**config.mk**
```make
export PLATFORM = sky130hd
export DESIGN_NAME = plab4_net_router_input_queue_tp_flat
export DESIGN_NICKNAME = d
export VERILOG_FILES = /design/src/rtl/plab4_net_router_input_queue_tp_if.sv /design/src/rtl/plab4_net_router_input_queue_tp.sv /design/src/flat_wrapper.sv
export SDC_FILE = /design/constraint.sdc
export NUM_CORES = 1
export LEC_CHECK = 0
export BUFFER_PORTS_ARGS = -buffer_cell sky130_fd_sc_hd__buf_2
export CAP_MARGIN = 5
export CORE_MARGIN = 10
export CORE_UTILIZATION = 31
export DETAILED_ROUTE_END_ITERATION = 7
export PLACE_DENSITY = 0.53
export SYNTH_ARGS = -nofsm -noshare
export SYNTH_HDL_FRONTEND = slang
export SYNTH_SLANG_ARGS = --single-unit
```
**constraint.sdc**
```tcl
create_clock -name clk -period 4.6 [get_ports clk]
set_input_delay 0.23 -clock clk [delete_from_list [all_inputs] [get_ports clk]]
set_output_delay 0.23 -clock clk [all_outputs]
set_load 0.05 [all_outputs]
```
**src/rtl/plab4_net_router_input_queue_tp_if.sv**
```systemverilog
`default_nettype none
// ============================================================================
// Module : plab4_net_router_input_queue_tp_if
// Brief  : Bundle of every handshake and data signal of the timing-protected
//          router input queue, for both security domains.
//          master : producer/consumer side (upstream link + downstream arbiter)
//          slave  : the queue itself
// Ports  : in_val/in_rdy/in_msg          enqueue handshake per domain
//          out_val/out_rdy/out_msg       dequeue handshake per domain
//          out_dest/out_cnt              head destination and occupancy
// Rev    : 1.0  initial release
// ============================================================================
interface plab4_net_router_input_queue_tp_if #(
  parameter int p_msg_nbits   = 44,
  parameter int p_num_entries = 4,
  parameter int p_num_routers = 8
);
  localparam int c_dest_nbits = $clog2(p_num_routers);
  localparam int c_cnt_nbits  = $clog2(p_num_entries) + 1;

  // domain 0
  logic                    in_val_d0;
  logic                    in_rdy_d0;
  logic [p_msg_nbits-1:0]  in_msg_d0;
  logic                    out_val_d0;
  logic                    out_rdy_d0;
  logic [p_msg_nbits-1:0]  out_msg_d0;
  logic [c_dest_nbits-1:0] out_dest_d0;
  logic [c_cnt_nbits-1:0]  out_cnt_d0;

  // domain 1
  logic                    in_val_d1;
  logic                    in_rdy_d1;
  logic [p_msg_nbits-1:0]  in_msg_d1;
  logic                    out_val_d1;
  logic                    out_rdy_d1;
  logic [p_msg_nbits-1:0]  out_msg_d1;
  logic [c_dest_nbits-1:0] out_dest_d1;
  logic [c_cnt_nbits-1:0]  out_cnt_d1;

  modport master (
    output in_val_d0, in_msg_d0, out_rdy_d0,
    output in_val_d1, in_msg_d1, out_rdy_d1,
    input  in_rdy_d0, out_val_d0, out_msg_d0, out_dest_d0, out_cnt_d0,
    input  in_rdy_d1, out_val_d1, out_msg_d1, out_dest_d1, out_cnt_d1
  );

  modport slave (
    input  in_val_d0, in_msg_d0, out_rdy_d0,
    input  in_val_d1, in_msg_d1, out_rdy_d1,
    output in_rdy_d0, out_val_d0, out_msg_d0, out_dest_d0, out_cnt_d0,
    output in_rdy_d1, out_val_d1, out_msg_d1, out_dest_d1, out_cnt_d1
  );
endinterface
`default_nettype wire

```
**src/rtl/plab4_net_router_input_queue_tp.sv**
```systemverilog
`default_nettype none
// ============================================================================
// Module : plab4_net_router_input_queue_tp
// Brief  : Router input-port buffering with timing-channel protection. Two
//          statically partitioned FIFOs, one per security domain, with no
//          shared storage, pointer or status so neither domain can observe
//          the other through timing.
// Ports  : clk    clock, all state updates on posedge
//          reset  asynchronous active-high reset
//          q_if   slave side of plab4_net_router_input_queue_tp_if
//                 (enqueue/dequeue handshakes, head dest, occupancy per domain)
// Rev    : 1.0  initial release
// ============================================================================
module plab4_net_router_input_queue_tp #(
  parameter int p_msg_nbits   = 44,
  parameter int p_num_entries = 4,
  parameter int p_num_routers = 8
) (
  input  logic                                    clk,
  input  logic                                    reset,
  plab4_net_router_input_queue_tp_if.slave        q_if
);
  localparam int c_dest_nbits = $clog2(p_num_routers);
  localparam int c_cnt_nbits  = $clog2(p_num_entries) + 1;
  localparam int c_ptr_nbits  = $clog2(p_num_entries);
  localparam logic [c_cnt_nbits-1:0] c_full = c_cnt_nbits'(p_num_entries);

  // Per-domain views of the interface, indexed by domain so both FIFOs
  // come from one generate body.
  logic                   w_in_val  [2];
  logic [p_msg_nbits-1:0] w_in_msg  [2];
  logic                   w_out_rdy [2];
  logic                   w_in_rdy  [2];
  logic                   w_out_val [2];
  logic [p_msg_nbits-1:0] w_out_msg [2];
  logic [c_cnt_nbits-1:0] w_out_cnt [2];

  assign w_in_val[0]  = q_if.in_val_d0;
  assign w_in_msg[0]  = q_if.in_msg_d0;
  assign w_out_rdy[0] = q_if.out_rdy_d0;
  assign w_in_val[1]  = q_if.in_val_d1;
  assign w_in_msg[1]  = q_if.in_msg_d1;
  assign w_out_rdy[1] = q_if.out_rdy_d1;

  assign q_if.in_rdy_d0   = w_in_rdy[0];
  assign q_if.out_val_d0  = w_out_val[0];
  assign q_if.out_msg_d0  = w_out_msg[0];
  assign q_if.out_dest_d0 = w_out_msg[0][p_msg_nbits-1 -: c_dest_nbits];
  assign q_if.out_cnt_d0  = w_out_cnt[0];
  assign q_if.in_rdy_d1   = w_in_rdy[1];
  assign q_if.out_val_d1  = w_out_val[1];
  assign q_if.out_msg_d1  = w_out_msg[1];
  assign q_if.out_dest_d1 = w_out_msg[1][p_msg_nbits-1 -: c_dest_nbits];
  assign q_if.out_cnt_d1  = w_out_cnt[1];

  for (genvar g = 0; g < 2; g++) begin : g_dom
    logic [c_ptr_nbits-1:0] enq_ptr_q, enq_ptr_d;
    logic [c_ptr_nbits-1:0] deq_ptr_q, deq_ptr_d;
    logic [c_cnt_nbits-1:0] count_q,   count_d;
    logic [p_msg_nbits-1:0] storage_q [p_num_entries];
    logic                   w_enq;
    logic                   w_deq;

    // Ready/valid depend only on registered count: a full queue refuses
    // a new message even if the head leaves in the same cycle.
    assign w_in_rdy[g]  = (count_q != c_full);
    assign w_out_val[g] = (count_q != '0);
    assign w_enq        = w_in_val[g]  && w_in_rdy[g];
    assign w_deq        = w_out_rdy[g] && w_out_val[g];
    assign w_out_msg[g] = storage_q[deq_ptr_q];
    assign w_out_cnt[g] = count_q;

    // Power-of-two depth lets the pointers wrap by plain overflow.
    always_comb begin
      enq_ptr_d = enq_ptr_q;
      deq_ptr_d = deq_ptr_q;
      count_d   = count_q;
      if (w_enq) enq_ptr_d = enq_ptr_q + c_ptr_nbits'(1);
      if (w_deq) deq_ptr_d = deq_ptr_q + c_ptr_nbits'(1);
      case ({w_enq, w_deq})
        2'b10:   count_d = count_q + c_cnt_nbits'(1);
        2'b01:   count_d = count_q - c_cnt_nbits'(1);
        default: count_d = count_q;
      endcase
    end

    always_ff @(posedge clk or posedge reset) begin
      if (reset) begin
        enq_ptr_q <= '0;
        deq_ptr_q <= '0;
        count_q   <= '0;
      end else begin
        enq_ptr_q <= enq_ptr_d;
        deq_ptr_q <= deq_ptr_d;
        count_q   <= count_d;
      end
    end

    // Message storage carries no reset; contents are only observed while
    // count marks them valid.
    always_ff @(posedge clk) begin
      if (w_enq) storage_q[enq_ptr_q] <= w_in_msg[g];
    end
  end
endmodule
`default_nettype wire

```
**src/flat_wrapper.sv**
```systemverilog
// flat-port wrapper written by rule: the top's interface ports become plain ports
module plab4_net_router_input_queue_tp_flat 
#(
  parameter int p_msg_nbits   = 44,
  parameter int p_num_entries = 4,
  parameter int p_num_routers = 8
)
  (clk, reset, q_if_in_val_d0, q_if_in_msg_d0, q_if_out_rdy_d0, q_if_in_val_d1, q_if_in_msg_d1, q_if_out_rdy_d1, q_if_in_rdy_d0, q_if_out_val_d0, q_if_out_msg_d0, q_if_out_dest_d0, q_if_out_cnt_d0, q_if_in_rdy_d1, q_if_out_val_d1, q_if_out_msg_d1, q_if_out_dest_d1, q_if_out_cnt_d1);
  plab4_net_router_input_queue_tp_if #(.p_msg_nbits(p_msg_nbits), .p_num_entries(p_num_entries), .p_num_routers(p_num_routers)) q_if_i ();
  input  logic clk;
  input  logic reset;
  input wire logic [$bits(q_if_i.in_val_d0)-1:0] q_if_in_val_d0;
  input wire logic [$bits(q_if_i.in_msg_d0)-1:0] q_if_in_msg_d0;
  input wire logic [$bits(q_if_i.out_rdy_d0)-1:0] q_if_out_rdy_d0;
  input wire logic [$bits(q_if_i.in_val_d1)-1:0] q_if_in_val_d1;
  input wire logic [$bits(q_if_i.in_msg_d1)-1:0] q_if_in_msg_d1;
  input wire logic [$bits(q_if_i.out_rdy_d1)-1:0] q_if_out_rdy_d1;
  output wire logic [$bits(q_if_i.in_rdy_d0)-1:0] q_if_in_rdy_d0;
  output wire logic [$bits(q_if_i.out_val_d0)-1:0] q_if_out_val_d0;
  output wire logic [$bits(q_if_i.out_msg_d0)-1:0] q_if_out_msg_d0;
  output wire logic [$bits(q_if_i.out_dest_d0)-1:0] q_if_out_dest_d0;
  output wire logic [$bits(q_if_i.out_cnt_d0)-1:0] q_if_out_cnt_d0;
  output wire logic [$bits(q_if_i.in_rdy_d1)-1:0] q_if_in_rdy_d1;
  output wire logic [$bits(q_if_i.out_val_d1)-1:0] q_if_out_val_d1;
  output wire logic [$bits(q_if_i.out_msg_d1)-1:0] q_if_out_msg_d1;
  output wire logic [$bits(q_if_i.out_dest_d1)-1:0] q_if_out_dest_d1;
  output wire logic [$bits(q_if_i.out_cnt_d1)-1:0] q_if_out_cnt_d1;
  assign q_if_i.in_val_d0 = q_if_in_val_d0;
  assign q_if_i.in_msg_d0 = q_if_in_msg_d0;
  assign q_if_i.out_rdy_d0 = q_if_out_rdy_d0;
  assign q_if_i.in_val_d1 = q_if_in_val_d1;
  assign q_if_i.in_msg_d1 = q_if_in_msg_d1;
  assign q_if_i.out_rdy_d1 = q_if_out_rdy_d1;
  assign q_if_in_rdy_d0 = q_if_i.in_rdy_d0;
  assign q_if_out_val_d0 = q_if_i.out_val_d0;
  assign q_if_out_msg_d0 = q_if_i.out_msg_d0;
  assign q_if_out_dest_d0 = q_if_i.out_dest_d0;
  assign q_if_out_cnt_d0 = q_if_i.out_cnt_d0;
  assign q_if_in_rdy_d1 = q_if_i.in_rdy_d1;
  assign q_if_out_val_d1 = q_if_i.out_val_d1;
  assign q_if_out_msg_d1 = q_if_i.out_msg_d1;
  assign q_if_out_dest_d1 = q_if_i.out_dest_d1;
  assign q_if_out_cnt_d1 = q_if_i.out_cnt_d1;
  plab4_net_router_input_queue_tp #(.p_msg_nbits(p_msg_nbits), .p_num_entries(p_num_entries), .p_num_routers(p_num_routers)) u_core (.clk(clk), .reset(reset), .q_if(q_if_i));
endmodule
```
==> Word level (Yosys, flattened, before mapping) <==
Memory sizes are Yosys's and may differ from the RTL's.
Index checks and enable logic that the tools add are counted.
{ "op_classes": {"n_addsub": 8, "eq_ne": 6, "muxes": 6, "reduce_logical": 8} }
{ "ops": {"columns": ["op", "n"], "rows": [
  ["$pmux 3 s2", 2],
  ["$add 2x1->2 const B", 4],
  ["$add 3x1->3 const B", 2],
  ["$ne 3x3->1 const B", 2],
  ["$reduce_bool 3->1", 2],
  ["$sub 3x1->3 const B", 2],
  ["$eq 2x1->1 const B", 2],
  ["$eq 2x2->1 const B", 2],
  ["$logic_and 1x1->1", 4],
  ["$mux 1", 4],
  ["$reduce_bool 2->1", 2]
]} }
{ "totals": {"register_bits": 14, "mem_bits_rw": 352, "inputBits": 94, "output_inout_bits": 104, "word_cells": 36, "memories": 2} }
{ "mem_list": {"columns": ["name", "depth", "width", "rd", "rd_clocked_by_memory_dff", "wr", "line_no", "rtl"], "rows": [
  ["u_core.g_dom[0].storage_q", 4, 44, 1, 0, 1, "plab4_net_router_input_queue_tp.sv:60", "logic [p_msg_nbits-1:0] storage_q [p_num_entries];"],
  ["u_core.g_dom[1].storage_q", 4, 44, 1, 0, 1, "plab4_net_router_input_queue_tp.sv:60", null]
]} }

==> Logic depth before layout (Yosys ltp) <==
{ "depth": {"ltp_word": 4, "ltp_mapped": 9, "ltp_nobuf": 9} }

==> Worst setup path before layout <==
OpenSTA, ideal clock, no wires.
{ "synth_timing": {"path_type": "register to register", "from": "reg u_core.g_dom[0].count_q[2], in the netlist u_core.q_if.out_cnt_d0[2]", "to": "reg u_core.g_dom[0].count_q[2], in the netlist u_core.q_if.out_cnt_d0[2]", "setup_ps": 82, "arrival_ps": 2414, "t_required_ps": 4518, "setup_slack_ps": 2104, "stages_incl_launch_ff": 10, "path_buffers": 0, "synth_period_minus_slack_ps": 2496, "cell_sequence": "dfrtp_1 -> or3b_4 -> and2_4 -> inv_1 -> ha_1 -> inv_1 -> fa_1 -> xor2_1 -> nor2_1 -> xor2_1"} }
{ "synth_via": {"elab_chain_len": 4, "word_cells_on_any_way": 10, "cone_classes": "2 x add/sub; 3 x eq/ne; 1 x mux; 4 x reduce/logical"} }
{ "synth_lines": {"columns": ["element", "line_no", "rtl"], "rows": [
  ["from (decl)", "plab4_net_router_input_queue_tp.sv:59", "logic [c_cnt_nbits-1:0] count_q, count_d;"],
  ["from (signal assigned)", "plab4_net_router_input_queue_tp.sv:95", "count_q <= count_d;"],
  ["$ne 3x3->1 (*)", "plab4_net_router_input_queue_tp.sv:66", "assign w_in_rdy[g] = (count_q != c_full);"],
  ["net q_if_in_rdy_d0", "flat_wrapper.sv:18", "output wire logic [$bits(q_if_i.in_rdy_d0)-1:0] q_if_in_rdy_d0;"],
  ["$logic_and 1x1->1 (*)", "plab4_net_router_input_queue_tp.sv:68", "assign w_enq = w_in_val[g] && w_in_rdy[g];"],
  ["$eq 2x1->1 / $eq 2x2->1 (equally long branches)", "plab4_net_router_input_queue_tp.sv:80", "case ({w_enq, w_deq})"],
  ["$pmux 3 s2 / $reduce_bool 2->1 (equally long branches)", null, null]
]} }
Mark *: on every way through the listed nets, which the timed path passes. The rest lies on a longest branch.
A chain may end at the register's enable or synchronous reset.

==> Worst setup path in the final report <==
{ "layout_timing": {"from": "reg u_core.g_dom[1].deq_ptr_q[0]", "to": "out q_if_out_dest_d1[2]"} }
{ "layout_via": {"elab_chain_len": 1} }
{ "layout_lines": {"columns": ["element", "line_no", "rtl"], "rows": [
  ["from (decl)", "plab4_net_router_input_queue_tp.sv:58", "logic [c_ptr_nbits-1:0] deq_ptr_q, deq_ptr_d;"],
  ["from (signal assigned)", "plab4_net_router_input_queue_tp.sv:94", "deq_ptr_q <= deq_ptr_d;"],
  ["$mem_v2 4x44", null, null],
  ["to (decl)", "flat_wrapper.sv:26", "output wire logic [$bits(q_if_i.out_dest_d1)-1:0] q_if_out_dest_d1;"]
]} }
No other way between the ends.

==> qor.csv <==
stage;metric;value;unit
status;status;completed;
yosys;muxShareOfSynthArea;0.150;
yosys;synth_top_family_by_area;multiplexers;
global_routing;grt_max_degree;34;
global_routing;grt_pass1_vias;7480;
critical_path;crit_path_start_kind;register;
cells_and_area;n_antenna_cell;0;
pwr;ir_drop;0.438;mV
routing;viasPerCell;4.40;
routing;wl_met1;11700;µm
routing;routed.top_layer;met5;
placement;portBuffers;197;
routing;detail-route-antenna-nets;0;
cts;h-tree-depth;2;
cells_and_area;mostFrequentLayoutCells;edfxtp_1, buf_2, dlygate4sd3_1;
pwr;p_per_area;731;nW/µm²
timing;period_share;0.640;
yosys;synthAdderAreaFrac;0.0122;
cts;cts.clk_slew.worst_paths;0.06;ns
pwr;p_total;0.0127;W
routing;first_pass_iters;6;
timing;skew;0.0145;ns
routing;drc;0;
yosys;synth_cells;541;
cts;post_cts_resized;0;
timing;grt_setup_unrepaired;false;
cells_and_area;nets;964;
routing;routedWlPerCell;19.8;µm
placement;place.gp.congestion;0.691;
worst_hold_path;holdCritPathClass;input pin to register;
timing;finalSetupViolations;0;
cells_and_area;postLayoutCoreUtil;0.402;
routing;vias;6478;
cts;insertion_delay;0.54;ns
routing;met2_wirelength;15400;µm
yosys;ys_seq_area_frac;0.804;
cells_and_area;nFillCells;3908;
floorplanning;initial_core_util;0.315;
cells_and_area;multi_input_area;2450;µm²
yosys;yosys.area_share.simple;0.00958;
yosys;avgSynthCellArea;25.1;µm²
global_routing;antenna_found_initial;1;
floorplanning;die_area;52600;µm²
routing;wirelength;29100;µm
timing;finalHoldViolCount;0;
run;max-cap-violations;0;
timing;fin_setup_tns;0;ns
critical_path;worstSetupEndpointType;output port;
cells_and_area;layout.area.seq;10900;µm²
timing;period_needed;2.94;ns
global_routing;gr-total-overflow;0;
cts;cts_root_buffer;clkbuf_16;
pwr;power_leakage;6.05;nW
routing;wl_met3;1350;µm
critical_path;required;4.37;ns
yosys;synth_nets;647;
floorplanning;fp.dieW;229;µm
yosys;synth_top_area_cell;edfxtp_1;
routing;drtIter0Drc;387;
timing;slew_headroom;0.379;
yosys;synth-warning-count;0;
timing;finalMaxSlewViolations;0;
cells_and_area;layout.cells.most_common;edfxtp_1;
cts;cts_tree;built;
timing;tightest_slew;0.931;ns
floorplanning;die_y;229;µm
yosys;synth_top_area_share;0.778;
critical_path;crit_type;register to output port;
yosys;yosysUniqueCellTypes;21;
timing;fmax;340;MHz
critical_path;r2r_slack;2.29;ns
floorplanning;rows;76;
critical_path;cp.arrival;2.71;ns
placement;dpl.hpwl;18200;µm
cts;clkSinkCount;366;
cells_and_area;drive_above_1_share;0.423;
floorplanning;io_pins;198;
global_routing;grt_pass1_wl;45100;µm
cells_and_area;syn2layout_area_growth;27.9;%
critical_path;crit_path_max_fanout;27;
cts;cts_made_buffers;40;
yosys;synth_compound_area_frac;0.00147;
yosys;synth.area.top_cells;edfxtp_1, mux4_2, dfrtp_1, ha_1, buf_4;
yosys;synthesis.area;13600;µm²
cts;cts_setup_buffers;0;
floorplanning;core-area;43200;µm²
cts;clockBufferDepth;3;
yosys;synth-xor-area-share;0.00774;
global_routing;grt_usage;0.111;
yosys;ys_seq_elements;366;
where the power goes:
| part | switching [W] | total (W) | internal, W |
|---|---|---|---|
| registers | 0.000382 | 0.00480 | 0.00442 |
| logic | 0.00345 | 0.00494 | 0.00149 |
| clock network | 0.00122 | 0.00296 | 0.00174 |
worst max-delay path, cell delays in order, from the launching register on:
cell     delay [ns]
dfrtp_2        0.96
buf_4          0.40
mux4_2         0.56
buf_2          0.23
final cells by class:
class | count | area share
tap | 585 | 0.0421
timing repair buffer | 301 | 0.115
inverter | 13 | 0.00281
multi-input combinational | 136 | 0.141
sequential | 366 | 0.629
clock inverter | 20 | 0.00922
clock buffer | 50 | 0.0610
through the flow:
| step | instance area (µm²) | hold WS [ns] | std cells | setup WS (ns) |
|---|---|---|---|---|
| after floorplan | 13600 | 0.119 | 541 | 2.10 |
| after global placement | 15300 | 0.367 | 1312 | 2.11 |
| after detailed placement | 15300 | 0.373 | 1312 | 2.10 |
| after CTS | 17400 | 0.0309 | 1471 | 1.51 |
| after global routing | 17400 | 0.0630 | 1471 | 1.41 |
| final | 17400 | 0.0690 | 1471 | 1.66 |
cell usage after synthesis:
| library cell | instances |
|---|---|
| and2_4 | 2 |
| or3_2 | 2 |
| mux4_2 | 88 |
| mux2_4 | 2 |
| buf_2 | 6 |
| o31a_2 | 2 |
| xnor2_1 | 6 |
| edfxtp_1 | 352 |
| xor2_1 | 6 |
| buf_1 | 3 |
| and3_2 | 8 |
| mux2i_1 | 2 |
| nor2_1 | 2 |
| clkbuf_1 | 3 |
| inv_1 | 13 |
| ha_1 | 10 |
| dfrtp_1 | 14 |
| nand2_1 | 2 |
| or3b_4 | 2 |
| fa_1 | 2 |
| buf_4 | 14 |
final timing paths:
| path | startpoint | end | depth (start not counted) |
|---|---|---|---|
| max in group asynchronous | reset | u_core.g_dom[1].deq_ptr_q[0] | 3 |
| max | u_core.g_dom[1].deq_ptr_q[0] | q_if_out_dest_d1[2] | 3 |
| min reg2reg | u_core.q_if.out_cnt_d1[2] | u_core.q_if.out_cnt_d1[2] | 1 |
| min | q_if_in_val_d1 | u_core.g_dom[1].enq_ptr_q[0] | 3 |
| max reg2reg | u_core.q_if.out_cnt_d0[0] | u_core.q_if.out_cnt_d0[2] | 9 |
| min in group asynchronous | reset | u_core.q_if.out_cnt_d0[2] | 3 |
logic make-up (layout without fill, tap and decap cells):
| logic type | after synthesis | in the layout |
|---|---|---|
| adder cells (fa/ha/maj) | 12 | 12 |
| flip-flops | 366 | 366 |
| AO/OA/AOI/OAI | 2 | 2 |
| multiplexers | 92 | 92 |
| AND/OR/NAND/NOR | 18 | 18 |
| XOR/XNOR | 12 | 12 |
| buffers and inverters | 39 | 384 |
metal layers:
metal,vias up,global-route usage
li1,2922,-
met1,3372,0.128
met2,134,0.197
met4,2,0.0372
met5,-,0
met3,48,0.0295
sequential cells by signal, indices dropped and copies added (netlist names):
signal,count
u_core.q_if.out_cnt_d1,3
u_core.g_dom.enq_ptr_q,4
u_core.q_if.out_cnt_d0,3
u_core.g_dom.deq_ptr_q,4
u_core.g_dom.storage_q,352
timing repair:
action / 4_1_cts / 5_1_grt
setup endpoints to repair: 0 / 0
hold buffers: 89 / 0
hold endpoints to repair: 366 / 0
No activity file was read; power rests on OpenSTA's default activity.
